`src/rtl/regfile_pkg.sv`:
```
// Shared definitions for the register-file write-port controller:
// register file geometry, the hardwired zero register and FSM state encoding.
package regfile_pkg;

  localparam int NUM_REGS = 32;
  localparam logic [4:0] REG_ZERO = 5'd31;

  localparam int DEF_AW = 5;
  localparam int DEF_DW = 64;

  typedef enum logic {
    CLEAR = 1'b0,
    RUN   = 1'b1
  } wb_state_t;

endpackage

```
`src/rtl/rr_arbiter.sv`:
```
// Combinational round-robin arbiter: scans req upward from ptr (modulo NREQ)
// and returns the first set bit as a one-hot grant plus its index.
module rr_arbiter #(
  parameter int NREQ = 2,
  localparam int PW = $clog2(NREQ)
) (
  input  logic [NREQ-1:0] req,
  input  logic [PW-1:0]   ptr,
  output logic [NREQ-1:0] grant,
  output logic [PW-1:0]   grantIdx,
  output logic            anyGrant
);

  localparam logic [PW:0] NREQ_W = (PW+1)'(NREQ);

  // Priority scan starting at ptr, wrapping at NREQ (NREQ need not be a power of two).
  always_comb begin
    logic [PW:0] pos;
    grant    = '0;
    grantIdx = '0;
    anyGrant = 1'b0;
    pos      = '0;
    for (int k = 0; k < NREQ; k++) begin
      pos = {1'b0, ptr} + (PW+1)'(k);
      if (pos >= NREQ_W) pos = pos - NREQ_W;
      if (!anyGrant && req[pos[PW-1:0]]) begin
        anyGrant               = 1'b1;
        grant[pos[PW-1:0]]     = 1'b1;
        grantIdx               = pos[PW-1:0];
      end
    end
  end

endmodule

```
`src/rtl/regfile_wb_arbiter.sv`:
```
// Write-port controller for the 32-entry register file.
// After reset, zeroes registers 0..30 (CLEAR), then shares the single write
// port among NREQ writeback requesters with round-robin arbitration (RUN).
// Writes to register 31 (constant zero) are accepted but never enabled.
// Optional macro WB_ARB_FWD_EN: forward the write on wr_* to the read ports.
//
// Handshake: req_ready[i] is combinational and is high only in RUN, only for
// the single winning requester, and only while req_valid[i] is high. A
// transfer happens on a clock edge where valid && ready; a requester that is
// not granted must hold valid, addr and data stable until it sees ready.
module regfile_wb_arbiter
  import regfile_pkg::*;
#(
  parameter int NREQ = 2,
  parameter int DW   = DEF_DW,
  parameter int AW   = DEF_AW
) (
  input  logic                     clk,
  input  logic                     reset,
  // requester side
  input  logic [NREQ-1:0]          req_valid,
  output logic [NREQ-1:0]          req_ready,
  input  logic [NREQ*AW-1:0]       req_addr,
  input  logic [NREQ*DW-1:0]       req_data,
  // register file write port
  output logic                     wr_en,
  output logic [AW-1:0]            wr_addr,
  output logic [DW-1:0]            wr_data,
  // status
  output logic [$clog2(NREQ)-1:0]  grant_id,
  output logic                     init_done,
  output wb_state_t                dbgState,
  // read ports and forwarding
  input  logic [AW-1:0]            rd_addr1,
  input  logic [AW-1:0]            rd_addr2,
  input  logic [DW-1:0]            rf_data1,
  input  logic [DW-1:0]            rf_data2,
  output logic [DW-1:0]            rd_data1,
  output logic [DW-1:0]            rd_data2
);

  localparam int PW = $clog2(NREQ);
  localparam logic [AW-1:0] ZERO_ADDR = AW'(NUM_REGS - 1);
  localparam logic [AW-1:0] LAST_CLR  = AW'(NUM_REGS - 2);

  wb_state_t       state;
  wb_state_t       nextState;
  logic [AW-1:0]   cnt;
  logic [PW-1:0]   ptr;
  logic [NREQ-1:0] grantVec;
  logic [PW-1:0]   winIdx;
  logic            anyGrant;
  logic [AW-1:0]   winAddr;
  logic [DW-1:0]   winData;

  assign dbgState = state;

  rr_arbiter #(.NREQ(NREQ)) u_arb (
    .req      (req_valid),
    .ptr      (ptr),
    .grant    (grantVec),
    .grantIdx (winIdx),
    .anyGrant (anyGrant)
  );

  // Select the winning requester's address and data (one-hot OR mux).
  always_comb begin
    winAddr = '0;
    winData = '0;
    for (int i = 0; i < NREQ; i++) begin
      if (grantVec[i]) begin
        winAddr = req_addr[i*AW +: AW];
        winData = req_data[i*DW +: DW];
      end
    end
  end

  // Next state and ready: no requester is accepted until the clear finishes.
  always_comb begin
    nextState = state;
    req_ready = '0;
    case (state)
      CLEAR: if (cnt == LAST_CLR) nextState = RUN;
      RUN: begin
        nextState = RUN;
        req_ready = grantVec;
      end
      default: nextState = CLEAR;
    endcase
  end

  // State register.
  always_ff @(posedge clk) begin
    if (reset) state <= CLEAR;
    else       state <= nextState;
  end

  // Clear counter, round-robin pointer and the registered write port.
  always_ff @(posedge clk) begin
    if (reset) begin
      cnt       <= '0;
      ptr       <= '0;
      wr_en     <= 1'b0;
      wr_addr   <= '0;
      wr_data   <= '0;
      grant_id  <= '0;
      init_done <= 1'b0;
    end else begin
      case (state)
        CLEAR: begin
          wr_en    <= 1'b1;
          wr_addr  <= cnt;
          wr_data  <= '0;
          grant_id <= '0;
          cnt      <= cnt + 1'b1;
          if (cnt == LAST_CLR) init_done <= 1'b1;
        end
        RUN: begin
          if (anyGrant) begin
            wr_en    <= (winAddr != ZERO_ADDR);
            wr_addr  <= winAddr;
            wr_data  <= winData;
            grant_id <= winIdx;
            ptr      <= (winIdx == PW'(NREQ - 1)) ? '0 : winIdx + 1'b1;
          end else begin
            wr_en <= 1'b0;
          end
        end
        default: wr_en <= 1'b0;
      endcase
    end
  end

`ifdef WB_ARB_FWD_EN
  // Bypass the write being presented, whose register update lands at the next edge.
  always_comb begin
    rd_data1 = rf_data1;
    rd_data2 = rf_data2;
    if (wr_en && (wr_addr == rd_addr1) && (rd_addr1 != ZERO_ADDR)) rd_data1 = wr_data;
    if (wr_en && (wr_addr == rd_addr2) && (rd_addr2 != ZERO_ADDR)) rd_data2 = wr_data;
  end
`else
  // Plain pass-through of the register file read data.
  always_comb begin
    rd_data1 = rf_data1;
    rd_data2 = rf_data2;
  end

  logic unusedRdAddr;
  assign unusedRdAddr = ^{rd_addr1, rd_addr2};
`endif

endmodule

```
`config.mk`:
```
export PLATFORM = sky130hd
export DESIGN_NAME = regfile_wb_arbiter
export DESIGN_NICKNAME = d
export VERILOG_FILES = /design/src/rtl/regfile_pkg.sv /design/src/rtl/rr_arbiter.sv /design/src/rtl/regfile_wb_arbiter.sv
export SDC_FILE = /design/constraint.sdc
export NUM_CORES = 1
export LEC_CHECK = 0
export ABC_AREA = 0
export CORE_AREA = 8 8 181 183
export CTS_CLUSTER_DIAMETER = 60
export CTS_CLUSTER_SIZE = 8
export DETAILED_ROUTE_END_ITERATION = 6
export DIE_AREA = 0 0 189 191
export GPL_ROUTABILITY_DRIVEN = 0
export PLACE_DENSITY = 0.59
export SETUP_SLACK_MARGIN = 0.2
export SLEW_MARGIN = 25
export SYNTH_ARGS = -nofsm -noshare
export SYNTH_HDL_FRONTEND = slang
export SYNTH_HIERARCHICAL = 1
export SYNTH_SLANG_ARGS = --single-unit
```
`constraint.sdc`:
```
create_clock -name clk -period 1.5 [get_ports clk]
set_clock_uncertainty 0.1 [all_clocks]
set_input_delay 0.3 -clock clk [delete_from_list [all_inputs] [get_ports clk]]
set_output_delay 0.3 -clock clk [all_outputs]
set_load 0.03 [all_outputs]
```
==> summary.md <==
| Metric | Value |
|---|---|
| Internal power | roughly 4.3 mW |
| Site Rows | 64 |
| H-Tree Depth | 3 |
| Critical path startpoint category | register |
| Initial DRC count | approximately 110 |
| Tcrit/Tclk final | 1.12 |
| Reg power frac | 0.364 |
| Initial antenna violation count | 0 |
| Number of I/O port buffers | 216 |
| Sequential area share after synthesis | 0.352 |
| Placed insts | 997 |
| Die area | 36100 um2 |
| CTS clk-pin slew, worst paths | approximately 60 ps |
| Power density cells | about 760 nW/um2 |
| CP arrival | approximately 1800 ps |
| Post-Synthesis Cells | around 500 |
| Min cycle time layout | between 1500 and 2000 ps |
| Hold_ws | between 300 and 400 ps |
| Filler Cell Count | roughly 3200 |
| Die H | roughly 190 um |
| CTS buffer count | 9 |
| RR Endpoint | wr_en$_SDFF_PP0_ |
| Clk_lat worst skew | between 300 and 400 ps |
| Slew HR | 0.674 |
| Reg2reg setup slack | -180 ps |
| Clock Sinks | between 70 and 80 |
| Comb power frac | 0.215 |
| Avg Cell Area, Syn | between 8 and 9 um2 |
| Worst IR Drop VDD | around 0.47 mV |
| Critical Path Sink Type | register |
| RSZ-0062 raised after global routing | true |
| Clock root buffer | clkbuf_16 |
| Violated checks | negative setup slack |
| Reg-to-Reg Start | ptr$_SDFFE_PP0P_ |
| Fin cells | ~1000 |
| R2R cell count | 7 |
| GRT Util Overall | 0.0996 |
| Max Cap Violations | 0 |
| Leak | 2.95 nW |
| Most used DFF post-synth | dfxtp_1 |
| Switch Pwr | 1.49 mW |
| Largest net degree at the start of global routing | 39 |
| I/O pin cnt | about 480 |
| Worst hold endpoint | grant_id$_SDFFE_PP0P_ |
| Detailed Place HPWL | between 10 and 15 mm |
| Hold Fails Final Rpt | 0 |
| Final wirelength | around 20 mm |
| Fmax | approximately 0.60 GHz |
| Grt ovf | 0 |
| Final slew viol count | 0 |
| Global-route wire length before repair | 27.4 mm |
| Count of cell types in the netlist | 41 |
| Clock group share of total power | 0.421 |
| Worst Hold Path Cells | 4 |
| Via count | approximately 4200 |
| Syn. warnings | 6 |
| Layout cells sized above 1 | 0.410 |
| Seq cells post-synth | 79 |
| Starting density of the core | 0.150 |
| Final setup violation count | 71 |
| Synth Cell Area | 4490 um2 |
| Status | complete, but fails checks |
| Post-route setup slack | -178 ps |
| Crit path kind | register to register |
| Ant diodes | 0 |
| Post-synth EDFFs | 0 |
| Hold WC Path Type | input pin to register |
| Net Sw Frac | 0.255 |
| Worst-path fanout max | 21 |
| Hold Crit Start | req_valid[1] |
| Die width | ~190 um |
| Final #Nets | 911 |
| Vias/cell | ~4 |
| Hold Buf Count CTS | 0 |
| Number of global-route vias before repair | roughly 4500 |
| Worst EP required | 1630 ps |
| Worst slew pin tran | ~490 ps |
| DRC | 0 |
| Post-synthesis async set-or-reset flop share | 0 |
| First-pass DRT Iterations | 4 |
| Post-Syn Nets | between 700 and 800 |
| Area Overhead vs Synth | 71.2% |
| Wirelength per Cell | 19.3 um |
| CTS tree | done |
| Core Area | between 30000 and 40000 um2 |
| Longest Clk Path Bufs | 2 |
| Antenna-violating nets left | 0 |
-- layout by cell type, fill, tap and decap left out, types with 2 or more instances in the layout --
master and count:
dfxtp_1 60, nand3b_1 2, inv_1 3, o21ai_0 2, o21a_1 2, a21oi_1 5, buf_8 5, a22oi_1 2
dfxtp_2 18, a221oi_2 54, ha_1 2, buf_2 4, buf_12 34, and2_4 2, nor3_2 8, xor2_1 3
nor3_1 56, o32ai_1 2, clkbuf_16 13, a221oi_4 12, clkdlybuf4s50_1 139, buf_6 18, nor2_1 74, nand4b_1 4
bufinv_16 2, clkinv_2 2, nand2_1 5, buf_4 62, nor2b_1 2, buf_16 2, clkbuf_4 8
-- worst max-delay path by stage --
stage,startpoint,depth (start not counted),slack [ps],end
finish,ptr$_SDFFE_PP0P_,7,-180,wr_en$_SDFF_PP0_
global route,ptr$_SDFFE_PP0P_,5,-230,req_ready[1]
CTS,ptr$_SDFFE_PP0P_,5,-170,req_ready[1]
detailed placement,req_valid[0],7,-650,wr_data[58]$_SDFFE_PP0P_
global placement,req_valid[0],7,-620,wr_data[59]$_SDFFE_PP0P_
floorplan,req_valid[0],7,20,wr_data[12]$_SDFFE_PP0P_
-- Yosys cell counts (2+ instances only) --
master | n | share of area
a21boi_1 | 3 | 0.0050
o21a_1 | 2 | 0.0033
nor3_1 | 63 | 0.070
o21ai_0 | 2 | 0.0022
buf_12 | 2 | 0.0089
clkbuf_1 | 16 | 0.013
nand3b_1 | 2 | 0.0033
a221oi_1 | 44 | 0.086
buf_2 | 21 | 0.023
ha_1 | 2 | 0.0056
dfxtp_1 | 79 | 0.35
and2_1 | 2 | 0.0028
a221oi_2 | 21 | 0.070
nor2b_1 | 2 | 0.0028
nand4b_1 | 4 | 0.0078
a21oi_1 | 6 | 0.0067
inv_1 | 4 | 0.0033
nand2_1 | 6 | 0.0050
nand3_1 | 2 | 0.0022
buf_4 | 128 | 0.21
a22oi_1 | 2 | 0.0033
xor2_1 | 3 | 0.0059
o32ai_1 | 2 | 0.0039
nor2_1 | 74 | 0.062
-- stage by stage --
step / worst slack [ps] / TNS, ps / power, mW / util / instance area, um2
after floorplan: 15.7 / 0 / 3.22 / - / 4600
after global placement: -618 / -40910 / 3.19 / 0.225 / 6750
after detailed placement: -654 / -43030 / 3.19 / 0.225 / 6750
after CTS: -169 / -5150 / 5.83 / 0.241 / 7230
after global routing: -228 / -9060 / 6.13 / 0.256 / 7690
final: -178 / -4780 / 5.83 / 0.256 / 7690
-- layer usage --
metal,vias to the layer above,global-route usage,wire (um)
met5,-,0,0
met4,0,0.0761,1230
met3,84,0.0518,2040
met2,226,0.162,9520
met1,1937,0.0957,7050
li1,1923,-,-
-- layout make-up --
type,count,area (um2),share of cell area
Sequential cell,79,1610,0.209
Timing Repair Buffer,278,3060,0.398
Multi-Input combinational cell,256,2180,0.283
Clock buffer,11,243,0.0316
Tap cell,396,495,0.0644
Clock inverter,5,81.3,0.0106
Inverter,5,20.0,0.00260
-- repair_timing --
item	4_1_cts	5_1_grt
setup buffers	7	3
gates cloned	1	6
endpoints found under the setup margin	136	114
pin swaps	2	9
resized for setup	357	90
-- sequential cells by signal, summed over array words and instances (netlist names) --
signal,count
ptr,1
wr_data,64
init_done,1
grant_id,1
wr_addr,5
wr_en,1
cnt,5
dbgState,1
-- power groups by stage --
| stage | combinational, mW | sequential (mW) | clock (mW) |
|---|---|---|---|
| after CTS | 1.13 | 2.12 | 2.58 |
| final | 1.26 | 2.12 | 2.46 |
| after global routing | 1.34 | 2.12 | 2.66 |
| after global placement | 1.02 | 2.17 | 0 |
| after detailed placement | 1.02 | 2.17 | 0 |
| after floorplan | 1.04 | 2.18 | 0 |
-- worst max-delay path, stage by stage (launching register included) --
cell,delay [ps]
dfxtp_2,350
inv_2,50
a21boi_4,150
buf_6,120
buf_4,170
buf_12,210
a22oi_1,110
o31a_1,290
-- cells by family (layout without fill, tap and decap cells) --
family,Yosys count,count (layout),share of synthesized area
compound gates,90,90,0.200
xor+xnor,4,4,0.00780
fa+ha+maj,2,2,0.00557
buf+inv,174,299,0.270
flops,79,79,0.352
mux,1,1,0.00223
simple gates,159,159,0.163
(Power assumes the default switching activity.)
